===== config.mk =====
export PLATFORM = sky130hd
export DESIGN_NAME = calc_control_unit
export DESIGN_NICKNAME = d
export VERILOG_FILES = /design/src/rtl/calc_control_unit.sv
export SDC_FILE = /design/constraint.sdc
export NUM_CORES = 1
export LEC_CHECK = 0
export ABC_AREA = 1
export CORE_ASPECT_RATIO = 1.1
export CORE_MARGIN = 2
export CORE_UTILIZATION = 58
export CTS_BUF_LIST = sky130_fd_sc_hd__clkbuf_16
export CTS_CLUSTER_SIZE = 12
export DETAILED_ROUTE_END_ITERATION = 6
export GPL_TIMING_DRIVEN = 0
export PLACE_DENSITY = 0.81
export SYNTH_ARGS = -nofsm -noshare
export SYNTH_HDL_FRONTEND = slang
export SYNTH_SLANG_ARGS = --single-unit

===== constraint.sdc =====
create_clock -name CLOCK_50 -period 2.2 [get_ports CLOCK_50]
set_clock_uncertainty 0.05 [all_clocks]
set_input_delay 0.66 -clock CLOCK_50 [delete_from_list [all_inputs] [get_ports CLOCK_50]]
set_output_delay 0.66 -clock CLOCK_50 [all_outputs]
set_load 0.005 [all_outputs]

===== src/rtl/calc_control_unit.sv =====
// Calculator front end: three debounced pushbuttons drive a field-select FSM that
// edits two operands and an op code, then captures the ULA result for display.
module calc_control_unit #(
  parameter int WIDTH    = 4,
  parameter int MAXVAL   = 9,
  parameter int NUM_OPS  = 5,
  parameter int DEBOUNCE = 16,
  parameter int HOLD     = 64,
  parameter int REPEAT   = 16,
  parameter int ULA_LAT  = 1
) (
  input  logic               CLOCK_50,
  input  logic               RESET,
  input  logic [2:0]         KEY,
  input  logic [2*WIDTH-1:0] result,
  output logic [WIDTH-1:0]   a,
  output logic [WIDTH-1:0]   b,
  output logic [3:0]         op,
  output logic [1:0]         field,
  output logic [2*WIDTH-1:0] number,
  output logic               res_valid
);

  localparam int DCW  = $clog2(DEBOUNCE + 1);
  localparam int RMAX = (HOLD > REPEAT) ? HOLD : REPEAT;
  localparam int RCW  = $clog2(RMAX + 1);
  localparam int LCW  = $clog2(ULA_LAT + 2);

  typedef enum logic [1:0] {K_UP, K_DOWN, K_LOCK} key_state_e;
  typedef enum logic [1:0] {SEL_A = 2'd0, SEL_B = 2'd1, SEL_OP = 2'd2, SHOW = 2'd3} field_e;

  logic [2:0] sync1_q;
  logic [2:0] sync2_q;
  logic [2:0] key_pulse;

  always_ff @(posedge CLOCK_50) begin
    if (RESET) begin
      sync1_q <= '1;
      sync2_q <= '1;
    end else begin
      sync1_q <= KEY;
      sync2_q <= sync1_q;
    end
  end

  // K_LOCK behaves like a held key without repeat, so a key held through reset
  // must be released (debounced) before it can be accepted again.
  genvar gi;
  generate
    for (gi = 0; gi < 3; gi++) begin : g_key
      localparam bit REP_EN = (gi != 2);

      key_state_e     kst_q, kst_d;
      logic [DCW-1:0] dcnt_q, dcnt_d;
      logic [RCW-1:0] rcnt_q, rcnt_d;
      logic           first_q, first_d;
      logic           pulse_q, pulse_d;

      always_ff @(posedge CLOCK_50) begin
        if (RESET) begin
          kst_q   <= K_LOCK;
          dcnt_q  <= '0;
          rcnt_q  <= '0;
          first_q <= 1'b0;
          pulse_q <= 1'b0;
        end else begin
          kst_q   <= kst_d;
          dcnt_q  <= dcnt_d;
          rcnt_q  <= rcnt_d;
          first_q <= first_d;
          pulse_q <= pulse_d;
        end
      end

      always_comb begin
        kst_d   = kst_q;
        dcnt_d  = dcnt_q;
        rcnt_d  = rcnt_q;
        first_d = first_q;
        pulse_d = 1'b0;
        case (kst_q)
          K_UP: begin
            if (!sync2_q[gi]) begin
              if (dcnt_q == DCW'(DEBOUNCE - 1)) begin
                kst_d   = K_DOWN;
                dcnt_d  = '0;
                rcnt_d  = '0;
                first_d = 1'b1;
                pulse_d = 1'b1;
              end else begin
                dcnt_d = dcnt_q + DCW'(1);
              end
            end else begin
              dcnt_d = '0;
            end
          end
          K_DOWN, K_LOCK: begin
            if (sync2_q[gi]) begin
              if (dcnt_q == DCW'(DEBOUNCE - 1)) begin
                kst_d  = K_UP;
                dcnt_d = '0;
              end else begin
                dcnt_d = dcnt_q + DCW'(1);
              end
            end else begin
              dcnt_d = '0;
              if (REP_EN && (kst_q == K_DOWN)) begin
                if (rcnt_q == (first_q ? RCW'(HOLD - 1) : RCW'(REPEAT - 1))) begin
                  pulse_d = 1'b1;
                  rcnt_d  = '0;
                  first_d = 1'b0;
                end else begin
                  rcnt_d = rcnt_q + RCW'(1);
                end
              end
            end
          end
          default: kst_d = K_LOCK;
        endcase
      end

      assign key_pulse[gi] = pulse_q;
    end
  endgenerate

  logic inc, dec, nxt, step_up, step_dn;

  assign inc     = key_pulse[0];
  assign dec     = key_pulse[1];
  assign nxt     = key_pulse[2];
  assign step_up = inc & ~dec;
  assign step_dn = dec & ~inc;

  field_e             state_q, state_d;
  logic [WIDTH-1:0]   a_q, a_d;
  logic [WIDTH-1:0]   b_q, b_d;
  logic [3:0]         op_q, op_d;
  logic [2*WIDTH-1:0] show_q, show_d;
  logic               res_valid_q, res_valid_d;
  logic [LCW-1:0]     lat_q, lat_d;

  function automatic logic [WIDTH-1:0] opnd_step(input logic [WIDTH-1:0] v, input logic up);
    if (up) return (v == WIDTH'(MAXVAL)) ? '0 : v + WIDTH'(1);
    else    return (v == '0) ? WIDTH'(MAXVAL) : v - WIDTH'(1);
  endfunction

  function automatic logic [3:0] op_step(input logic [3:0] v, input logic up);
    if (up) return (v == 4'(NUM_OPS - 1)) ? 4'd0 : v + 4'd1;
    else    return (v == 4'd0) ? 4'(NUM_OPS - 1) : v - 4'd1;
  endfunction

  always_ff @(posedge CLOCK_50) begin
    if (RESET) begin
      state_q     <= SEL_A;
      a_q         <= '0;
      b_q         <= '0;
      op_q        <= '0;
      show_q      <= '0;
      res_valid_q <= 1'b0;
      lat_q       <= '0;
    end else begin
      state_q     <= state_d;
      a_q         <= a_d;
      b_q         <= b_d;
      op_q        <= op_d;
      show_q      <= show_d;
      res_valid_q <= res_valid_d;
      lat_q       <= lat_d;
    end
  end

  // A next pulse wins over inc/dec and restarts the result capture sequence.
  always_comb begin
    state_d     = state_q;
    a_d         = a_q;
    b_d         = b_q;
    op_d        = op_q;
    show_d      = show_q;
    res_valid_d = res_valid_q;
    lat_d       = lat_q;
    if (nxt) begin
      case (state_q)
        SEL_A:   state_d = SEL_B;
        SEL_B:   state_d = SEL_OP;
        SEL_OP:  state_d = SHOW;
        default: state_d = SEL_A;
      endcase
      res_valid_d = 1'b0;
      lat_d       = '0;
      show_d      = '0;
    end else begin
      case (state_q)
        SEL_A: if (step_up || step_dn) a_d = opnd_step(a_q, step_up);
        SEL_B: if (step_up || step_dn) b_d = opnd_step(b_q, step_up);
        SEL_OP: if (step_up || step_dn) op_d = op_step(op_q, step_up);
        default: begin
          if (!res_valid_q) begin
            if (lat_q == LCW'(ULA_LAT)) begin
              show_d      = result;
              res_valid_d = 1'b1;
            end else begin
              lat_d = lat_q + LCW'(1);
            end
          end
        end
      endcase
    end
  end

  always_comb begin
    number = '0;
    case (state_q)
      SEL_A:   number = (2*WIDTH)'(a_q);
      SEL_B:   number = (2*WIDTH)'(b_q);
      SEL_OP:  number = (2*WIDTH)'(op_q);
      default: number = show_q;
    endcase
  end

  assign a         = a_q;
  assign b         = b_q;
  assign op        = op_q;
  assign field     = state_q;
  assign res_valid = res_valid_q;

endmodule


Word-level counts from Yosys, hierarchy flattened. Index checks and enable logic that the tools add are counted.

Register bits after elaboration: 71. Output and inout port bits: 23. Logic and storage cells: 186.

Add/sub/neg operators: 12. Equality and inequality tests: 35. Mux-type cells: 79. Bitwise gates (word level): 9. Reductions and logical operators: 29.

Operator list (count): 7-bit two-way mux (10); 5-bit two-way mux (9); 4-bit two-way mux (9); 2-bit != test (second input constant) (18); 5-bit one-hot mux with 2 select lines (3); 7-bit one-hot mux with 2 select lines (2); 2-bit two-way mux (12); 8-bit one-hot mux with 3 select lines (1); 1-bit two-way mux (23); 5-bit by 1-bit adder with 5-bit output (second input constant) (3); 5-bit by 4-bit == test with 1-bit output (second input constant) (3); 3-bit AND reduction (5); 7-bit by 1-bit adder with 7-bit output (second input constant) (2); 7-bit by 6-bit == test with 1-bit output (2); 4-bit by 1-bit adder with 4-bit output (second input constant) (3); 4-bit logical NOT (3); 6-bit two-way mux (2); 2-bit one-hot mux with 2 select lines (3); 4-bit AND reduction (3); 6-bit AND reduction (2); 4-bit by 1-bit subtractor with 4-bit output (second input constant) (3); 2-bit by 1-bit == test with 1-bit output (second input constant) (5); 5-bit AND reduction (2); 2-bit == test (second input constant) (4); other kinds (12) (32).

Depth between registers and ports, before layout.
Word-level depth: 6. Gate-level depth with buffers: 12. Mapped depth without buffers: 11.

Least setup slack after synthesis. OpenSTA, ideal clock, no wires.

Path kind: reg2out. Start: reg state_q[0], in the netlist field[0]. End: out number[2]. Arrival time: 1081 ps. Path slack: 409 ps. Stages on the path, launching flop included: 7. Cell sequence: dfxtp_1 -> inv_1 -> ha_1 -> inv_1 -> o22ai_1 -> a21oi_1 -> o21ai_0.

Cells in the longest elaborated chain, start to end: 2. Elaborated cells between the ends (all ways): 4.

RTL lines: start: declaration (line 134) `field_e state_q, state_d;`; start signal: assignment (line 162) `state_q <= state_d;`; 2-bit == test (tied with other cells) (line 212) `case (state_q)`; 8-bit one-hot mux with 3 select lines (*) (line 212); end: declaration (line 20) `output logic [2*WIDTH-1:0] number,`.

Mark *: on every way between the ends. The rest lies on a longest branch, timed or not.

Worst setup path in the final report.
Start: reg state_q[1], in the netlist field[1]. End: out number[0].

The elaborated chain is that of the path after synthesis.

==> impl_metrics.csv <==
group,metric,value,unit
setup_path,required,1490,ps
job,drv_cap,0,
placement,placed_area,0.00443,mm²
placement,routabilityCongestion,0.853,
logic_synthesis,syn_area,0.00397,mm²
cells_and_area,register_area,0.00143,mm²
drt,num_vias,3991,
die,pin_count,36,
die,start_util,60.2,%
clock_tree,holdBufCountCts,0,
power,powerDensity,665,mW/mm²
cells_and_area,fillers,485,
cells_and_area,stdcell_area,0.00490,mm²
hold_path,hold_path.class,"reg2reg",
grt,grt_pass1_wl,15.7,mm
cells_and_area,final_util,74.3,%
logic_synthesis,synth_seq_cells,71,
drt,routed_wl,9.86,mm
logic_synthesis,synth.distinct_cells,37,
cells_and_area,antenna_cells,0,
logic_synthesis,ys_warn_count,0,
clock_tree,numCtsBuffers,9,
setup_path,start_kind,"register",
cells_and_area,final_cells,722,
setup_path,crit_type,"reg2out",
sta,post-route-worst-setup-slack,-3.22,ps
drt,routedWlPerCell,13.6,µm
placement,port_buffers,35,
sta,hold_violations,0,
placement,hpwlAfterDp,6.49,mm
setup_path,r2r_cells,9,
clock_tree,cts-root-buf,"clkbuf_16",
drt,routed_via_density,5.53,
hold_path,hold_depth,1,
setup_path,cp_max_fo,4,
cells_and_area,multi_input_area,0.00228,mm²
cells_and_area,final_layout_size_suffix_gt1_share,12.5,%
grt,grtUsageTotal,25.1,%
run_status,violations,"setup timing",
logic_synthesis,syn_inst,578,
sta,fmax,454,MHz
clock_tree,ctsHtreeMaxLevel,3,
drt,drtIter0Drc,173,
grt,antenna_found_initial,0,
die,rows,31,
logic_synthesis,yosysSeqAreaShare,35.8,%
logic_synthesis,synth_nets,614,
grt,grt_overflow,0,
clock_tree,cts_tree,"done",
sta,timing.final.crit_share,100,%
drt,dr.pass1.iters,7,
sta,worst_slew_pin_slew,613,ps
setup_path,critPathArrivalTime,1490,ps
grt,grt_pass1_vias,3710,
die,core,0.00659,mm²
die,die_x,82.9,µm
setup_path,end_kind,"output pin",
power,leakage,2.20,nW
drt,drc_errors,0,
power,vdd_ir_drop_max,0.517,mV
power,finalPower,3.26,mW
clock_tree,clk_pin_slew,60,ps
logic_synthesis,synth_area_per_cell,6.87,µm²
setup_path,regToRegSetupSlack,370,ps
clock_tree,clk_path_buf_depth,2,
sta,rsz0062_at_grt,"true",
sta,slew_violations,0,
die,fp.dieH,90.8,µm
grt,grt_max_degree,14,
placement,dp.cells,695,
sta,slew_headroom,59.2,%
cells_and_area,areaGrowthSynthToFinish,23.3,%
cells_and_area,final_nets,671,
drt,ant_nets,0,
sta,finalSetupViolations,1,
die,die_area,0.00753,mm²
sta,holdWs,363,ps
sta,fin_crit,2200,ps
clock_tree,clock-sinks,71,
run_status,status,"complete, but fails checks",
clock_tree,insertion_delay,330,ps
[power breakdown]
group | total (mW) | internal [mW] | switching (mW)
clock | 1.45 | 0.879 | 0.576
combinational | 0.419 | 0.166 | 0.252
sequential | 1.38 | 1.33 | 0.0484
[cell usage after synthesis, drive strengths merged]
master	number	share of area, %
a211oi	4	0.76
a21oi	51	6.5
a31oi	4	0.63
buf	6	0.91
clkbuf	4	0.38
clkinv	1	0.22
dfxtp	71	36
ha	23	7.2
inv	77	7.3
nand2	131	13
nand3	48	6.3
nand3b	2	0.38
nand4	6	1.7
nor2	75	7.4
nor3	8	1.3
nor4	1	0.16
o211ai	4	0.76
o21a	3	0.57
o21ai	36	4.6
o21bai	1	0.19
o22ai	4	0.63
or2	8	1.3
xnor2	2	0.44
xor2	8	1.8
[routing by layer]
metal / share of wire [%] / up-vias / track usage, %
li1: - / 1996 / -
met2: 50 / 156 / 43.9
met1: 41 / 1805 / 28.9
met4: 3.5 / 0 / 12.3
met5: 0 / - / 0
met3: 5.6 / 34 / 5.39
[worst paths after layout]
check,from,end
setup / recovery,field[1],number[0]
hold reg to reg,sync1_q[1],sync2_q[1]
setup reg to reg,g_key[1].kst_q[0],g_key[1].first_q
hold / removal,sync1_q[1],sync2_q[1]
[sequential cells by signal, summed over array words and instances (netlist names), 2 cells and up]
signal / count
g_key.dcnt_q: 15
g_key.rcnt_q: 14
show_q: 8
g_key.kst_q: 6
a: 4
b: 4
op: 4
sync1_q: 3
sync2_q: 3
field: 2
g_key.first_q: 2
g_key.pulse_q: 2
lat_q: 2
[layout make-up]
class	instances	share of cell area, %
Timing Repair Buffer	46	8.51
Buffer	10	1.25
Multi-Input combinational cell	419	46.6
Inverter	78	6.23
Clock inverter	7	1.48
Clock buffer	9	4.60
Tap cell	82	2.10
Sequential cell	71	29.2
[worst max-delay path: stages (launching register included)]
cell     delay (ps)
dfxtp_4         390
inv_1           110
ha_4            190
inv_4            80
o22ai_2          70
a21oi_1         140
o21ai_1          70
buf_2           120
[kinds of logic (layout without fill, tap and decap cells)]
kind of cell             Yosys count  in the layout  share of synthesized area [%]
AO/OA/AOI/OAI                    107            107                           14.7
adder cells (fa/ha/maj)           23             23                           7.24
AND/OR/NAND/NOR                  279            279                           31.3
XOR/XNOR                          10             10                           2.20
flip-flops                        71             71                           35.8
buffers and inverters             88            150                           8.79
[per-stage QoR]
step           TNS, ps  worst slack (ps)
3_3_place_gp     -1630              -206
6_report         -3.22             -3.22
2_1_floorplan        0               409
5_1_grt           -203             -65.7
4_1_cts           -146             -88.5
3_5_place_dp     -2140              -220
[layout by cell type (no fill, tap or decap), drive strengths merged, types with 4 or more instances in the layout]
cell type,instances
or2,8
o21ai,36
inv,78
clkbuf,15
nand3,48
buf,20
o211ai,4
o22ai,4
nor2,75
nand2,131
nand4,6
clkinv,5
dfxtp,71
ha,23
a211oi,4
clkdlybuf4s50,27
xor2,8
a21oi,51
nor3,8
a31oi,4
[what timing repair did]
item,CTS,global route
endpoints found under the hold margin,0,0
endpoints found under the setup margin,8,5
gates resized for setup,40,14
pin swaps,1,3
setup buffers,5,6
Note: power is estimated with default switching activity, not from simulation.
